### src/rtl/lock_sequencer.sv
// lock_sequencer: two-button digital combination lock.
//
// An attempt is CODE_LEN presses, each either digit 0 (Button_0) or digit 1
// (Button_1). A matching attempt opens the lock for UNLOCK_CYCLES clocks.
// MAX_FAIL consecutive bad attempts lock the pad out for LOCKOUT_CYCLES
// clocks. A partial attempt with no press for TIMEOUT_CYCLES clocks is
// discarded. The code can be reprogrammed from IDLE via code_wr/code_in.
//
// Ports
//   clk        system clock, rising-edge active
//   rst        asynchronous active-low reset
//   Button_0   digit-0 press
//   Button_1   digit-1 press
//   code_wr    one-cycle strobe, loads code_in (honoured in IDLE only)
//   code_in    new code, bit k is digit k
//   unlock     high while the lock is open
//   lockout    high while the pad is locked out
//   fail_cnt   consecutive failed attempts
//   entry_cnt  digits captured in the current attempt
//
// state   | meaning
// --------+-----------------------------------------------------------
// IDLE    | waiting for the first digit; code_wr accepted here
// ENTRY   | collecting digits, idle-gap timer running
// CHECK   | one cycle: judge the attempt, update fail_cnt
// OPEN    | one settle cycle, then unlock high for UNLOCK_CYCLES
// LOCKOUT | lockout high for LOCKOUT_CYCLES, presses ignored
module lock_sequencer #(
  parameter int                  CODE_LEN       = 5,
  parameter logic [CODE_LEN-1:0] DEFAULT_CODE   = 5'b01011,
  parameter int                  MAX_FAIL       = 3,
  parameter int                  UNLOCK_CYCLES  = 16,
  parameter int                  LOCKOUT_CYCLES = 64,
  parameter int                  TIMEOUT_CYCLES = 32
) (
  input  logic                clk,
  input  logic                rst,
  input  logic                Button_0,
  input  logic                Button_1,
  input  logic                code_wr,
  input  logic [CODE_LEN-1:0] code_in,
  output logic                unlock,
  output logic                lockout,
  output logic [1:0]          fail_cnt,
  output logic [2:0]          entry_cnt
);

  localparam int T_MAX_A = (UNLOCK_CYCLES > LOCKOUT_CYCLES) ? UNLOCK_CYCLES : LOCKOUT_CYCLES;
  localparam int T_MAX   = (T_MAX_A > TIMEOUT_CYCLES) ? T_MAX_A : TIMEOUT_CYCLES;
  localparam int TW      = $clog2(T_MAX + 1);

  // OPEN spends its first cycle with unlock still low, so its timer is
  // loaded with the full count; the other timers terminate one cycle earlier.
  localparam logic [TW-1:0] UNLOCK_LOAD  = TW'(UNLOCK_CYCLES);
  localparam logic [TW-1:0] LOCKOUT_LOAD = TW'(LOCKOUT_CYCLES - 1);
  localparam logic [TW-1:0] TIMEOUT_LOAD = TW'(TIMEOUT_CYCLES - 1);
  localparam logic [2:0]    LAST_IDX     = 3'(CODE_LEN - 1);
  localparam logic [1:0]    FAIL_LIMIT   = 2'(MAX_FAIL);

  typedef enum logic [2:0] {
    IDLE,
    ENTRY,
    CHECK,
    OPEN,
    LOCKOUT
  } state_t;

  state_t              state;
  logic [CODE_LEN-1:0] code_q;
  logic [CODE_LEN-1:0] att_code;
  logic [TW-1:0]       timer;
  logic                err;

  logic press_valid;
  logic press_bad;
  logic digit;

  always_comb begin
    press_valid = Button_0 ^ Button_1;
    press_bad   = Button_0 & Button_1;
    digit       = Button_1;
  end

  // att_code snapshots the code at the start of an attempt so that a code
  // written in the same cycle as the first press only affects later attempts.
  always_ff @(posedge clk or negedge rst) begin
    if (!rst) begin
      state     <= IDLE;
      unlock    <= 1'b0;
      lockout   <= 1'b0;
      fail_cnt  <= 2'd0;
      entry_cnt <= 3'd0;
      code_q    <= DEFAULT_CODE;
      att_code  <= DEFAULT_CODE;
      timer     <= '0;
      err       <= 1'b0;
    end else begin
      case (state)
        IDLE: begin
          if (code_wr) code_q <= code_in;
          if (press_bad) begin
            err   <= 1'b1;
            state <= CHECK;
          end else if (press_valid) begin
            att_code  <= code_q;
            err       <= (digit != code_q[0]);
            entry_cnt <= 3'd1;
            timer     <= TIMEOUT_LOAD;
            state     <= (CODE_LEN == 1) ? CHECK : ENTRY;
          end
        end

        ENTRY: begin
          if (press_bad) begin
            err   <= 1'b1;
            state <= CHECK;
          end else if (press_valid) begin
            err       <= err | (digit != att_code[entry_cnt]);
            entry_cnt <= entry_cnt + 3'd1;
            timer     <= TIMEOUT_LOAD;
            if (entry_cnt == LAST_IDX) state <= CHECK;
          end else if (timer == '0) begin
            entry_cnt <= 3'd0;
            err       <= 1'b0;
            state     <= IDLE;
          end else begin
            timer <= timer - 1'b1;
          end
        end

        CHECK: begin
          entry_cnt <= 3'd0;
          err       <= 1'b0;
          if (!err) begin
            fail_cnt <= 2'd0;
            timer    <= UNLOCK_LOAD;
            state    <= OPEN;
          end else if ((fail_cnt + 2'd1) == FAIL_LIMIT) begin
            fail_cnt <= fail_cnt + 2'd1;
            lockout  <= 1'b1;
            timer    <= LOCKOUT_LOAD;
            state    <= LOCKOUT;
          end else begin
            fail_cnt <= fail_cnt + 2'd1;
            state    <= IDLE;
          end
        end

        OPEN: begin
          if (timer == '0) begin
            unlock <= 1'b0;
            state  <= IDLE;
          end else begin
            unlock <= 1'b1;
            timer  <= timer - 1'b1;
          end
        end

        LOCKOUT: begin
          if (timer == '0) begin
            lockout  <= 1'b0;
            fail_cnt <= 2'd0;
            state    <= IDLE;
          end else begin
            timer <= timer - 1'b1;
          end
        end

        default: state <= IDLE;
      endcase
    end
  end

endmodule
### config.mk
export PLATFORM = sky130hd
export DESIGN_NAME = lock_sequencer
export DESIGN_NICKNAME = d
export VERILOG_FILES = /design/src/rtl/lock_sequencer.sv
export SDC_FILE = /design/constraint.sdc
export NUM_CORES = 1
export LEC_CHECK = 0
export BUFFER_PORTS_ARGS = -buffer_cell sky130_fd_sc_hd__buf_2
export CAP_MARGIN = 0
export CORE_ASPECT_RATIO = 0.6
export CORE_MARGIN = 2
export CORE_UTILIZATION = 52
export DETAILED_ROUTE_END_ITERATION = 7
export PLACE_DENSITY_LB_ADDON = 0.2
export SLEW_MARGIN = 10
export SYNTH_ARGS = -nofsm -noshare
export SYNTH_HDL_FRONTEND = slang
export SYNTH_SLANG_ARGS = --single-unit
### constraint.sdc
create_clock -name clk -period 2 [get_ports clk]
set_clock_uncertainty 0.2 [all_clocks]
set_input_delay 0.4 -clock clk [delete_from_list [all_inputs] [get_ports clk]]
set_output_delay 0.4 -clock clk [all_outputs]
set_load 0.05 [all_outputs]
* Yosys cells after proc, flatten, opt, wreduce, memory -nomap -nowiden *
Cells that the tools add are included.

storage, ports and cells
  flip-flop bits (word level) = 28
  input bits = 10
  output and inout port bits = 7
  logic and storage cells = 87

cells by class
  $add $sub $neg = 3
  magnitude comparators = 1
  equal/unequal tests = 19
  muxes and demuxes = 37
  bitwise logic cells = 4
  reduce and logical (&&, ||, !) cells = 14

operator list
  operator                                             count
  two-way mux 7 bit                                    7
  two-way mux 3 bit                                    12
  case mux 7 bit (4 select lines)                      1
  inequality test 2 bit, second input constant         6
  case mux 3 bit (4 select lines)                      1
  AND reduction 5 bit                                  2
  two-way mux 1 bit                                    9
  inequality test 3 bit, second input constant         3
  case mux 3 bit (3 select lines)                      1
  inequality test 4 bit, second input constant         2
  logical NOT 7 bit                                    1
  subtractor 7 x 1 -> 7 bit, second input constant     1
  equality test 3 x 2 -> 1 bit, second input constant  2
  equality test 3 bit, second input constant           2
  AND reduction 2 bit                                  3
  AND reduction 3 bit                                  2
  < comparator 3 x 4 -> 1 bit, second input constant   1
  two-way mux 2 bit                                    2
  case mux 2 bit (2 select lines)                      1
  AND reduction 4 bit                                  1
  nonzero test 4 bit                                   1
  adder 3 x 1 -> 3 bit, second input constant          1
  binary-select mux 1 bit (select 3 bit)               1
  equality test 3 x 1 -> 1 bit, second input constant  1
  13 further kinds                                     14

* Logic depth before layout (Yosys ltp) *
Gate-level depths: netlist of the first run.

  depth in word-level cells = 7
  depth in mapped cells = 8
  depth with buffers taken out = 7

* Worst setup path before layout of the first run *
Ideal clock, no wire load.

  kind = register -> register
  start = register fail_cnt[0]
  end = register timer[0]
  setup time = 0.125 ns
  arrival time = 1.762 ns
  required time = 1.675 ns
  slack = -0.087 ns
  cell stages (with the launch flop) = 8
  path buffers = 0
  clock period less this slack = 2.087 ns
  cells stage by stage = dfrtp_1 inv_1 ha_1 nor3b_1 nor3_1 a31oi_1 o21bai_1 a21oi_1

on the way
  word-level cells in the longest chain between the ends = 4

ends and longest elaborated chain
  element                          RTL line  source
  start: declaration               44        output logic [1:0] fail_cnt,
  start signal: assignment         139       fail_cnt <= fail_cnt + 2'd1;
  start signal: assignment         144       fail_cnt <= fail_cnt + 2'd1;
  adder 2 x 1 -> 2 bit             138       end else if ((fail_cnt + 2'd1) == FAIL_LIMIT) begin
  equality test 2 bit              138
  inequality test 3 bit (no line)  -
  AND reduction 5 bit (no line)    -
  end signal: assignment           127       timer <= timer - 1'b1;
  end signal: assignment           155       timer <= timer - 1'b1;
  end signal: assignment           165       timer <= timer - 1'b1;
  end: declaration                 71        logic [TW-1:0] timer;

No other way between the ends.
A chain may end at the register's enable or synchronous reset.

* Final worst setup path of the first run *
  start = register timer[1]
  end = register entry_cnt[2]

on the way
  word-level cells in the longest chain between the ends = 3

ends and longest elaborated chain
  element                          RTL line  source
  logical NOT 7 bit                122       end else if (timer == '0) begin
  inequality test 3 bit (no line)  -
  AND reduction 5 bit (no line)    -
  end signal: assignment           119       entry_cnt <= entry_cnt + 3'd1;
  end: declaration                 45        output logic [2:0] entry_cnt

No other way between the ends.

==> impl_metrics.yaml, run 1 <==
timing:
  slew_violations: 0
  tns_ns: 0
  relSlewSlack_pct: 58.7
  fmax_mhz: 507
  hold_viol: 0
  rsz0062_at_grt: "true"
  post-route-period-util_pct: 98.7
  worst_pin_slew_ns: 0.619
  setup_violations: 0
  hold_ws_ns: 0.146
  min_period_ns: 1.97
synth:
  synth_warnings: 0
  synth_area_sq_um: 1700
  synth_seq_area_share_pct: 41.6
  netlist_instances: 184
  avgSynthCellArea_sq_um: 9.25
  syn-num-nets: 200
  yosys_register_bits: 28
  synth.distinct_cells: 41
min_path:
  min_from: "code_in[3]"
  whs_path_depth: 2
  hold_class: "in2reg"
  hold_path_end: "code_q[3]$_DFFE_PN1P_"
cells_and_area:
  syn_to_final_growth_pct: 23.2
  num_antenna_cells: 0
  stdcell_area_sq_um: 2100
  drive_gt1_share_pct: 35.5
  n_fill_cell: 248
  stdcell_count: 262
  nets: 234
worst_setup_path:
  r2r_end: "entry_cnt[2]$_DFFE_PN0P_"
  path_cells: "inv_2 > ha_4 > nor4b_4 > a311oi_2 > or3_4 > o21ai_2 > o21ai_1"
  startpoint: "timer[1]$_DFFE_PN0P_"
  end_kind: "register"
  crit_type: "reg2reg"
  cp_slowest_cell: "or3_4"
  critPathLaunchType: "register"
  reg2reg_slack_ns: 0.03
  r2r-start: "timer[1]$_DFFE_PN0P_"
  worst_ep_required_time_ns: 1.97
  reg2reg_depth: 7
  arrival_ns: 1.94
  cp_slowest_stage_delay_ns: 0.42
  cp_max_fo: 5
grt:
  grt_pass1_wl_microns: 7110
  gr-total-overflow: 0
  track_usage_pct: 23.8
  grt_max_degree: 29
  antenna_found_initial: 0
  grt_pass1_vias: 1477
drt:
  drcViolationCount: 0
  drt-pass1-iter-count: 4
  detail_route.wl_per_cell_microns: 15.9
  wirelength_microns: 4170
  via_per_inst: 5.72
  drt_iter0_markers: 146
  vias: 1499
  drtAntennaViolNets: 0
clocking:
  clk_pin_slew_ns: 0.10
  cts.sinks: 28
  clock-root-buffer: "clkbuf_8"
  cts_tree: "done"
  clock_path_buffers: 2
  clk_latency_ns: 0.28
  h-tree-depth: 1
  numCtsBuffers: 3
placed_design:
  gp_congestion: 0.834
  placed_area_sq_um: 1940
  dpl.hpwl_microns: 3060
  io_buffers: 16
  dp_cells: 253
floorplan:
  dieArea_sq_um: 3760
  coreArea_sq_um: 3180
  die_w_microns: 77.9
  die_y_microns: 48.3
  start_util_pct: 53.5
  io_pins: 17
  core.rowCount: 16
power_and_ir_drop:
  p_per_area_nw_per_um2: 1700
  leakagePower_nw: 0.906
  p_total_mw: 3.57
  ir_drop_mv: 0.856
flow_run:
  drv_cap: 0
outcome:
  status: "complete, no violations"
==> report_power, final <==
| part | switching [mW] | internal (mW) |
|---|---|---|
| logic | 1.07 | 0.888 |
| registers | 0.283 | 0.869 |
| clock network | 0.185 | 0.268 |
==> Yosys cell counts (all sizes together) <==
cell     n  area, sq um
dfrtp   22          551
a21oi   21          105
nor2    18         67.6
inv     12         45.0
o21ai   11         55.1
mux2    10          113
nand2    9         33.8
nor3     8         40.0
buf      7         33.8
dfstp    6          158
ha       6         75.1
a31oi    5         31.3
nand3    5         25.0
nand2b   4         25.0
o21bai   4         30.0
and2     3         20.0
clkbuf   3         11.3
mux2i    3         30.0
nor3b    3         33.8
nor4     3         18.8
a221oi   2         17.5
nand4b   2         17.5
nor2b    2         12.5
or3      2         17.5
xnor2    2         17.5
a211o    1         8.76
a21o     1         7.51
a22o     1         8.76
a22oi    1         7.51
a311oi   1         8.76
mux4     1         22.5
nand3b   1         7.51
nor4b    1         23.8
o21a     1         7.51
or2      1         6.26
or3b     1         8.76
==> logic make-up (layout without fill, tap and decap cells) <==
group | after synthesis | after routing | share of synthesized area, %
AND/OR/NAND/NOR | 63 | 63 | 21.0
AO/OA/AOI/OAI | 49 | 49 | 16.9
flip-flops | 28 | 28 | 41.6
buffers and inverters | 22 | 55 | 5.29
multiplexers | 14 | 14 | 9.71
adder cells (fa/ha/maj) | 6 | 6 | 4.41
XOR/XNOR | 2 | 2 | 1.03
==> critical path: cells and delay by family (launching register included) <==
family                   cells  cell delay (ns)
AND/OR/NAND/NOR              2             0.68
flip-flops                   1             0.41
AO/OA/AOI/OAI                3             0.36
adder cells (fa/ha/maj)      1             0.13
buffers and inverters        1             0.09
==> sequential cells by signal, summed over array words and instances (netlist names) <==
signal and count:
att_code 5, state 3, fail_cnt 2, entry_cnt 3
code_q 5, timer 7, lockout 1, unlock 1
err 1
==> how the worst max path moves through the flow <==
stage / end / slack, ns
6_report: entry_cnt[2]$_DFFE_PN0P_ / 0.03
5_1_grt: entry_cnt[2]$_DFFE_PN0P_ / -0.05
4_1_cts: entry_cnt[2]$_DFFE_PN0P_ / 0.02
3_5_place_dp: timer[0]$_DFFE_PN0P_ / -0.15
3_3_place_gp: timer[1]$_DFFE_PN0P_ / -0.05
2_1_floorplan: entry_cnt[2]$_DFFE_PN0P_ / 0.009
==> cells in the final DEF, fill, tap and decap left out, types with 3 or more instances in the layout <==
cell type	synthesis	layout
ha_1	6	5
nand2_1	9	9
mux2_2	10	10
o21bai_1	4	3
a21oi_1	21	19
buf_2	6	16
inv_1	12	10
a31oi_1	5	5
nand3_1	5	5
nor3_1	8	8
nor4_1	3	3
nor2_1	18	18
o21ai_0	8	6
dfrtp_1	22	18
buf_4	0	20
dfstp_2	6	6
dfrtp_2	0	4
mux2i_1	3	3
o21ai_1	3	4
clkbuf_8	0	3
nand2b_1	4	4
==> stage by stage <==
stage,worst slack (ns),utilization [%]
6_report,0.0264,65.8
4_1_cts,0.0187,64.0
5_1_grt,-0.0548,65.8
2_1_floorplan,0.00905,-
3_3_place_gp,-0.0499,61.0
3_5_place_dp,-0.150,61.0
==> layout make-up <==
type / instances / area, sq um / share of cell area (%)
clock buffer: 3 / 41.3 / 1.97
clock inverter: 1 / 30.0 / 1.43
multi-input combinational: 134 / 938 / 44.8
timing repair buffer: 39 / 272 / 13.0
inverter: 12 / 45.0 / 2.15
sequential: 28 / 713 / 34.0
tap: 45 / 56.3 / 2.69
==> what timing repair did <==
item,CTS,global route
hold buffers,1,0
setup endpoints to repair,1,11
endpoints found under the hold margin,22,0
pin swaps,2,5
buffers inserted,1,3
resized for setup,1,15
==> routing by layer <==
metal	share of wire (%)	routed length, microns	global-route usage (%)	vias to the layer above
li1	-	-	-	722
met1	49	2050	35.8	727
met2	46	1910	36.6	48
met3	4.8	199	4.48	2
met4	0.22	9	3.87	0
met5	0	0	0	-
(Power assumes the default switching activity.)
==> run 2: changes to the inputs <==
--- a/config.mk
+++ b/config.mk
@@ -12,6 +12,7 @@
 export CORE_UTILIZATION = 52
 export DETAILED_ROUTE_END_ITERATION = 7
 export PLACE_DENSITY_LB_ADDON = 0.2
+export REMOVE_ABC_BUFFERS = 1
 export SLEW_MARGIN = 10
 export SYNTH_ARGS = -nofsm -noshare
 export SYNTH_HDL_FRONTEND = slang
==> run 2 against run 1 <==
Via count rose by 2.7%. Setup slack got worse by 0.0026 ns. Register-to-register slack is essentially flat. Cell count is 1.5% higher. Final area is 0.12% lower. Total power shrank 2.3%. Non-clock buffer count increased by 4.
==> impl_metrics.yaml, run 2 (same netlist as run 1, synthesis figures left out) <==
floorplan:
  die_w_microns: 77.9
  die_y_microns: 48.3
  core.rowCount: 16
  dieArea_sq_um: 3760
  io_pins: 17
  coreArea_sq_um: 3180
  start_util_pct: 53.5
cells_and_area:
  reg_top3: "timer x7, att_code x5, code_q x5"
  stdcell_count: 266
  multi_input_area_sq_um: 937
  seqCellArea_sq_um: 711
  num_antenna_cells: 0
  nets: 238
  syn_to_final_growth_pct: 23.0
  top_register: "timer"
  drive_gt1_share_pct: 35.7
  stdcell_area_sq_um: 2090
  largest_reg_flops: 7
  final_common_cell: "buf_4"
  n_fill_cell: 263
  final_cell_mix: "buf_4 (25), a21oi_1 (21), dfrtp_1 (20), nor2_1 (18), buf_2 (16)"
timing:
  fmax_mhz: 506
  min_period_ns: 1.98
  worst_pin_slew_ns: 0.627
  slew_violations: 0
  tns_ns: 0
  post-route-period-util_pct: 98.8
  setup_violations: 0
  hold_ws_ns: 0.152
  hold_viol: 0
  relSlewSlack_pct: 58.2
grt:
  grt_max_degree: 29
  grt_pass1_vias: 1396
  antenna_found_initial: 0
  grt_pass1_wl_microns: 6880
  gr-total-overflow: 0
  track_usage_pct: 22.8
flow_run:
  drv_cap: 0
power_and_ir_drop:
  leakagePower_nw: 0.922
  p_per_area_nw_per_um2: 1660
  ir_drop_mv: 0.778
drt:
  via_per_inst: 5.79
  wirelength_microns: 4130
  detail_route.wl_per_cell_microns: 15.5
  drcViolationCount: 0
  vias: 1540
  drt-pass1-iter-count: 4
  drtAntennaViolNets: 0
  drt_iter0_markers: 128
outcome:
  status: "complete, no violations"
placed_design:
  gp_congestion: 0.868
  io_buffers: 16
  dp_cells: 257
  dpl.hpwl_microns: 3060
  placed_area_sq_um: 1960
worst_setup_path:
  reg2reg_slack_ns: 0.02
  cp_slowest_stage_delay_ns: 0.45
  cp_slowest_cell: "or3_4"
  crit_type: "reg2reg"
  path_buf_inv: 1
  cp_max_fo: 5
  arrival_ns: 1.95
  cp_top_family: "simple AND/OR/NAND/NOR gates"
  end_kind: "register"
  path_cells: "inv_2 > ha_4 > nor4b_4 > a311oi_2 > or3_4 > o21ai_2 > o21ai_1"
  worst_ep_required_time_ns: 1.97
  critPathLaunchType: "register"
clocking:
  h-tree-depth: 1
  numCtsBuffers: 3
  clk_pin_slew_ns: 0.10
  clock_path_buffers: 2
  cts_tree: "done"
  clk_latency_ns: 0.28
  cts.sinks: 28
  clock-root-buffer: "clkbuf_8"
min_path:
  hold_class: "in2reg"
[run 2: worst register-to-register path: cells and delay by family (launching register included)]
| kind | cells | cell delay [ns] |
|---|---|---|
| compound gates | 3 | 0.34 |
| buf+inv | 1 | 0.09 |
| fa+ha+maj | 1 | 0.13 |
| simple gates | 2 | 0.69 |
| flops | 1 | 0.42 |
[run 2: routing by layer]
metal | part of all wire (%) | global-route usage, % | vias up | wire length (microns)
met2 | 43 | 33.3 | 64 | 1770
met4 | 0.85 | 4.46 | 0 | 35
met3 | 6.9 | 5.22 | 4 | 287
met5 | 0 | 0 | - | 0
li1 | - | - | 730 | -
met1 | 49 | 34.9 | 742 | 2040
[run 2: final timing paths]
check,start,end,cells after the start
worst min register to register,timer[6]$_DFFE_PN0P_,timer[6]$_DFFE_PN0P_,1
max in group asynchronous,rst,state[1]$_DFFE_PN0P_,2
worst min-delay path,code_in[4],code_q[4]$_DFFE_PN0P_,2
worst max register to register,timer[0]$_DFFE_PN0P_,entry_cnt[2]$_DFFE_PN0P_,7
min in group asynchronous,rst,code_q[2]$_DFFE_PN0P_,2
worst max-delay path,timer[0]$_DFFE_PN0P_,entry_cnt[2]$_DFFE_PN0P_,7
[run 2: what timing repair did]
action / 4_1_cts / 5_1_grt
setup endpoints to repair: 0 / 15
endpoints found under the hold margin: 22 / 0
buffers inserted: 0 / 4
resized for setup: 0 / 13
hold buffers: 1 / 0
[run 2: report_power, final]
part	internal (mW)	leakage [nW]	switching, mW	total, mW
clock	0.176	0.0288	0.179	0.355
combinational	0.916	0.567	1.04	1.96
sequential	0.868	0.326	0.301	1.17
[run 2: layout make-up]
class / count / share of cell area, %
flip-flops and latches: 28 / 34.0
clock buffers: 4 / 2.63
multi-input cells: 134 / 44.8
inverters: 12 / 2.15
well taps: 45 / 2.69
repair buffers: 43 / 13.8
[run 2: stage by stage]
step | power (mW) | utilization [%] | setup slack (ns)
floorplan | 2.36 | - | -0.108
global placement | 2.90 | 61.5 | -0.0395
detailed placement | 2.98 | 61.5 | -0.0807
CTS | 3.35 | 63.6 | 0.0286
global route | 3.75 | 65.8 | -0.0424
finish | 3.48 | 65.8 | 0.0238
